<file path="config.mk">
export PLATFORM = sky130hd
export DESIGN_NAME = button_debouncer
export DESIGN_NICKNAME = d
export VERILOG_FILES = /design/src/rtl/button_debouncer.sv
export SDC_FILE = /design/constraint.sdc
export NUM_CORES = 1
export LEC_CHECK = 0
export ABC_AREA = 1
export BUFFER_PORTS_ARGS = -buffer_cell sky130_fd_sc_hd__buf_4
export CORE_MARGIN = 2
export CORE_UTILIZATION = 57
export CTS_BUF_LIST = sky130_fd_sc_hd__clkbuf_4 sky130_fd_sc_hd__clkbuf_8 sky130_fd_sc_hd__clkbuf_16
export CTS_CLUSTER_DIAMETER = 50
export DETAILED_ROUTE_END_ITERATION = 10
export PLACE_DENSITY = 0.84
export SYNTH_ARGS = -nofsm -noshare
export SYNTH_HDL_FRONTEND = slang
export SYNTH_SLANG_ARGS = --single-unit
</file>
<file path="constraint.sdc">
create_clock -name clk -period 1.6 [get_ports clk]
set_input_delay 0.32 -clock clk [delete_from_list [all_inputs] [get_ports clk]]
set_output_delay 0.32 -clock clk [all_outputs]
set_load 0.03 [all_outputs]
</file>
<file path="src/rtl/button_debouncer.sv">
// Push-button conditioner: 2-flop synchroniser, stability filter and press/release strobes.
// Optional auto-repeat while held is enabled by defining HOLD_REPEAT_EN.
// Without that macro there is no hold timer, and button_repeat is tied low.
module button_debouncer #(
  parameter int unsigned STABLE_CYCLES = 50000,
  parameter int unsigned CNT_W         = 16,
  parameter bit          ACTIVE_LOW    = 1'b0,
  parameter logic [23:0] REPEAT_DELAY  = 24'd12_000_000,
  parameter logic [23:0] REPEAT_PERIOD = 24'd3_000_000
) (
  input  logic clk,
  input  logic rst,
  input  logic button,
  output logic button_state,
  output logic button_down,
  output logic button_up,
  output logic button_repeat
);

`ifdef HOLD_REPEAT_EN
  typedef enum logic [1:0] {StReleased, StPressed, StRepeat} state_e;
`else
  typedef enum logic [0:0] {StReleased, StPressed} state_e;
`endif

  localparam logic [CNT_W-1:0] CntLast = CNT_W'(STABLE_CYCLES - 1);

  logic             s1_q, s2_q;
  logic             p;
  logic [CNT_W-1:0] cnt_q, cnt_d;
  state_e           state_q, state_d;
  logic             down_q, down_d;
  logic             up_q, up_d;
  logic             rel_accept;

  // Pressed level after synchronisation and polarity normalisation.
  assign p = s2_q ^ ACTIVE_LOW;

  // Synchroniser chain; reset loads the released pad level so reset never looks like a press.
  always_ff @(posedge clk) begin
    if (rst) begin
      s1_q <= ACTIVE_LOW;
      s2_q <= ACTIVE_LOW;
    end else begin
      s1_q <= button;
      s2_q <= s1_q;
    end
  end

`ifdef HOLD_REPEAT_EN
  logic [23:0] timer_q, timer_d;
  logic        rep_q, rep_d;

  // Hold timer and repeat strobe registers.
  always_ff @(posedge clk) begin
    if (rst) begin
      timer_q <= '0;
      rep_q   <= 1'b0;
    end else begin
      timer_q <= timer_d;
      rep_q   <= rep_d;
    end
  end

  assign button_repeat = rep_q;
`else
  // Repeat configuration is only meaningful with the hold timer present.
  logic unused_repeat_cfg;
  assign unused_repeat_cfg = ^{REPEAT_DELAY, REPEAT_PERIOD};
  assign button_repeat     = 1'b0;
`endif

  // Filter counter, FSM state and press/release strobe registers.
  always_ff @(posedge clk) begin
    if (rst) begin
      cnt_q   <= '0;
      state_q <= StReleased;
      down_q  <= 1'b0;
      up_q    <= 1'b0;
    end else begin
      cnt_q   <= cnt_d;
      state_q <= state_d;
      down_q  <= down_d;
      up_q    <= up_d;
    end
  end

  // Stability filter and state transitions; release acceptance outranks the hold timer.
  always_comb begin
    cnt_d      = cnt_q;
    state_d    = state_q;
    down_d     = 1'b0;
    up_d       = 1'b0;
    rel_accept = 1'b0;
`ifdef HOLD_REPEAT_EN
    timer_d    = timer_q;
    rep_d      = 1'b0;
`endif

    if (p == (state_q != StReleased)) begin
      cnt_d = '0;
    end else if (cnt_q == CntLast) begin
      cnt_d = '0;
      if (p) begin
        state_d = StPressed;
        down_d  = 1'b1;
`ifdef HOLD_REPEAT_EN
        timer_d = '0;
`endif
      end else begin
        state_d    = StReleased;
        up_d       = 1'b1;
        rel_accept = 1'b1;
      end
    end else begin
      cnt_d = cnt_q + CNT_W'(1);
    end

`ifdef HOLD_REPEAT_EN
    if (!rel_accept) begin
      case (state_q)
        StPressed: begin
          if (timer_q == REPEAT_DELAY - 24'd1) begin
            rep_d   = 1'b1;
            timer_d = '0;
            state_d = StRepeat;
          end else begin
            timer_d = timer_q + 24'd1;
          end
        end
        StRepeat: begin
          if (timer_q == REPEAT_PERIOD - 24'd1) begin
            rep_d   = 1'b1;
            timer_d = '0;
          end else begin
            timer_d = timer_q + 24'd1;
          end
        end
        default: ;
      endcase
    end
`endif
  end

  assign button_state = (state_q != StReleased);
  assign button_down  = down_q;
  assign button_up    = up_q;

endmodule

</file>
# --- Word level (Yosys, flattened, before mapping) ---
# Index checks and enable logic that the tools add are counted.
word_totals:
  out_inout_bits: 4
  inputBits: 3
  regBits: 21
  word_cells: 16
op_classes:
  muxes: 2
  n_addsub: 1
  n_bitwise: 2
  n_eq_ne: 2
  reduce_logical: 3
op_table:
  columns: ["op", "count"]
  rows:
  - ["16-bit by 1-bit adder with 16-bit output (second input constant)", 1]
  - ["16-bit equality test (second input constant)", 1]
  - ["3-bit OR reduction", 2]
  - ["1-bit 2-to-1 mux", 2]
  - ["1-bit NOT", 2]
  - ["2-bit AND reduction", 1]
  - ["1-bit equality test", 1]

# --- Logic depth before layout (Yosys ltp) ---
depth:
  ltp_word: 3
  ltp_mapped: 8
  ltp_nobuf: 8

# --- Worst setup path after synthesis ---
# OpenSTA, ideal clock, no wires.
synth_path:
  path_kind: "flip-flop to flip-flop"
  from: "register cnt_q[0]"
  to: "register cnt_q[10]"
  period_less_slack_ns: 1.338
  arrival_time_ns: 1.223
  slack_ns: 0.262
  n_path_buf: 1
  path_stages_with_launch: 8
  path_cell_list: "dfxtp_1 > ha_1 > nand3_2 > nor2_2 > nand3_2 > nand2_2 > buf_12 > nor2_2"
synth_via:
  elab_chain_cells: 2
  word_cells_on_any_way: 3
  cone_classes: "add/sub (1); eq/ne (1); reduce/logical (1)"
synth_rtl:
  columns: ["element", "line_no", "rtl"]
  rows:
  - ["from (decl)", "30", "logic [CNT_W-1:0] cnt_q, cnt_d;"]
  - ["from (signal assigned)", "81", "cnt_q <= cnt_d;"]
  - ["parallel branches: the longest is 2 deep, another holds 16-bit by 1-bit adder with 16-bit output", null, null]
# Parallel ways; which one is timed is not known.
# A chain may end at the register's enable or synchronous reset.

# --- Worst setup path in the final report ---
layout_path:
  from: "register cnt_q[0]"
  to: "register cnt_q[8]"
# Same word-level chain as after synthesis.

==> results.txt <==
Status: finished clean
Post-synth top area cell: dfxtp_1
RSZ-0062 raised after global routing: false
Root Buffer: clkbuf_4
Initial Util: 59.7%
DR WL/cell: 10.7 microns
Post-synth cell types: 22
Critical Path RT: 1.79 ns
Row cnt: 15
Net Count, Synth: 144
Die ar.: 2140 sq um
Final Hold Viols: 0
CP max-delay cell: dfxtp_1
Num CTS Buffers: 3
Crit-path cells: ha_1, nand3_2, nor2_2, nand3_2, nand2_2, buf_12, a21oi_1
Crit end category: register
P_leak: 0.368 nW
Cells after Synth: 140
Hold Crit Depth: 2
DRC errors left: 0
Synth top area share: 41.2%
Synth top cells by count: nand2_1, dfxtp_1, nor2_1
Ys flop type: dfxtp_1
Post-CTS setup buffers: 0
Vias per cell: 5.05
PwrDens: 725 nW/um^2
IO buf count: 5
Internal power: 0.648 mW
Vias in the first global route: 838
CP most frequent cell: nand3_2
Worst-path fanout max: 16
Post-synth EDFFs: 0
Via Count: 878
Peak supply drop: 0.000672 V
H-tree lvl count: 1
Clock group share of total power: 32.3%
Height of the die: 46.3 microns
Core area: 1710 sq um
Final worst-path cycle share: 89.7%
CTS tree: done
I/O pin cnt: 7
Ys async rst share: 0%
Final Setup Violations: 0
Count leader, synth: nand2_1
Worst Reg-to-Reg Cells: 7
Ranking of synthesized cells by area: dfxtp_1, nand2_1, nor2_2
WHS Endpoint: p$_SDFF_PP0_
Largest net degree at the start of global routing: 17
# clock sinks: 21
WL final: 1870 microns
Worst Setup Path Type: reg2reg
Yosys warning count: 0
Iteration-0 DRC count of the detailed router: 15
Reg2reg start: cnt_q[0]$_SDFF_PP0_
Die X: 46.3 microns
Final core occ: 65.5%
Clk buf depth: 2
Synth Register Bits: 21
FMAX: 0.697 GHz
HP Class: in2reg
Arrival time worst endpoint: 1.63 ns
Reg power frac: 65.0%
Area Overhead vs Synth: 9.69%
Pre-antenna DRT Iters: 4
Final Net Count: 154
Switch Pwr: 0.163 mW
Post-Syn Area: 1020 sq um
Ant. Diodes: 0
Hold path start: rst
Sequential-to-total area share from yosys stat: 41.2%
Final HPWL DP: 1470 microns
Max Slew Vio Count: 0
RePlAce Congestion: 0.866
First-pass GRT wire length: 3150 microns
GRT Overall Usage: 20.6%
Reg clk slew, reported paths: 0.11 ns
Final Skew: 0.00779 ns
Antenna violations before repair: 0
RR Endpoint: cnt_q[8]$_SDFF_PP0_
Sw Share: 20.1%
Setup_tns: 0 ns
Layout cells sized above 1: 19.5%
GR Overflow Total: 0
Clock Latency Late Sink: 0.30 ns
Post-CTS sizing: 0
Critical Path Start Type: register
Reg-to-reg setup timing slack: 0.16 ns
Hold Buf Count CTS: 0
CP max stage delay: 0.38 ns
Min Tclk post-route: 1.44 ns
Max_cap viols: 0
Mapped Avg Cell Area: 7.28 sq um
Combinational Power Share: 2.7%
Post-route antenna net violation count: 0
[layout by cell type (no fill, tap or decap), types with 2 or more instances in the layout]
| cell type | count |
|---|---|
| nand2_1 | 29 |
| dfxtp_1 | 21 |
| nor2_1 | 20 |
| inv_1 | 18 |
| nor2_2 | 14 |
| a21oi_1 | 7 |
| nand3_1 | 6 |
| xor2_1 | 6 |
| buf_4 | 6 |
| nand4_1 | 4 |
| clkbuf_4 | 4 |
| nand3_2 | 2 |
| o21ai_0 | 2 |
[power by group through the flow]
stage	registers, mW	clock network [mW]	logic [mW]
after detailed placement	0.539	0	0.0223
after CTS	0.527	0.268	0.0224
after floorplan	0.539	0	0.0176
after global routing	0.528	0.287	0.0248
after global placement	0.539	0	0.0215
final	0.527	0.262	0.0220
[per-layer routing]
| layer | part of all wire (%) | routed length [microns] | vias to the layer above | GRT usage (%) |
|---|---|---|---|---|
| met5 | 0 | 0 | - | 0 |
| met1 | 45 | 832 | 406 | 23.2 |
| met2 | 51 | 944 | 18 | 36.1 |
| li1 | - | - | 450 | - |
| met4 | 1.1 | 21 | 0 | 5.71 |
| met3 | 3.7 | 69 | 4 | 7.45 |
[worst max-delay path: cells and delay by family, from the launching register on]
kind / cells / cell delay, ns
flops: 1 / 0.38
buf+inv: 1 / 0.15
simple gates: 4 / 0.53
compound gates: 1 / 0.06
fa+ha+maj: 1 / 0.22
[sequential cells by signal, summed over array words and instances (netlist names)]
register      cells
button_state      1
button_up         1
s1_q              1
cnt_q            16
button_down       1
p                 1
[cells by family after synthesis]
group                    share of synthesized area (%)
AND/OR/NAND/NOR                                   35.8
buffers and inverters                             9.69
flip-flops                                        41.2
AO/OA/AOI/OAI                                     5.64
XOR/XNOR                                          6.01
adder cells (fa/ha/maj)                           1.23
other                                            0.368
[metrics by stage]
stage | area (sq um) | std cells | hold WS [ns] | power (mW) | setup slack [ns]
floorplan | 1020 | 140 | 0.388 | 0.556 | 0.262
global placement | 1090 | 170 | 0.392 | 0.560 | 0.251
detailed placement | 1090 | 170 | 0.399 | 0.561 | 0.197
CTS | 1120 | 174 | 0.174 | 0.818 | 0.171
global route | 1120 | 174 | 0.181 | 0.840 | 0.108
finish | 1120 | 174 | 0.179 | 0.811 | 0.164
[layout make-up]
class / instances / area (sq um)
Fill cell: 144 / 589
Multi-Input combinational cell: 98 / 500
Sequential cell: 21 / 420
Clock buffer: 4 / 30.0
Timing Repair Buffer: 7 / 65.1
Tap cell: 25 / 31.3
Inverter: 19 / 71.3
[worst max path at each step]
stage               cells after the start                start  slack, ns              endpoint
floorplan                               7  cnt_q[0]$_SDFF_PP0_       0.26  cnt_q[10]$_SDFF_PP0_
global placement                        7  cnt_q[0]$_SDFF_PP0_       0.25   cnt_q[8]$_SDFF_PP0_
detailed placement                      7  cnt_q[0]$_SDFF_PP0_       0.20   cnt_q[8]$_SDFF_PP0_
CTS                                     7  cnt_q[0]$_SDFF_PP0_       0.17   cnt_q[8]$_SDFF_PP0_
global route                            7  cnt_q[0]$_SDFF_PP0_       0.11   cnt_q[8]$_SDFF_PP0_
finish                                  7  cnt_q[0]$_SDFF_PP0_       0.16   cnt_q[8]$_SDFF_PP0_
Power figures use the tool's default switching activity.
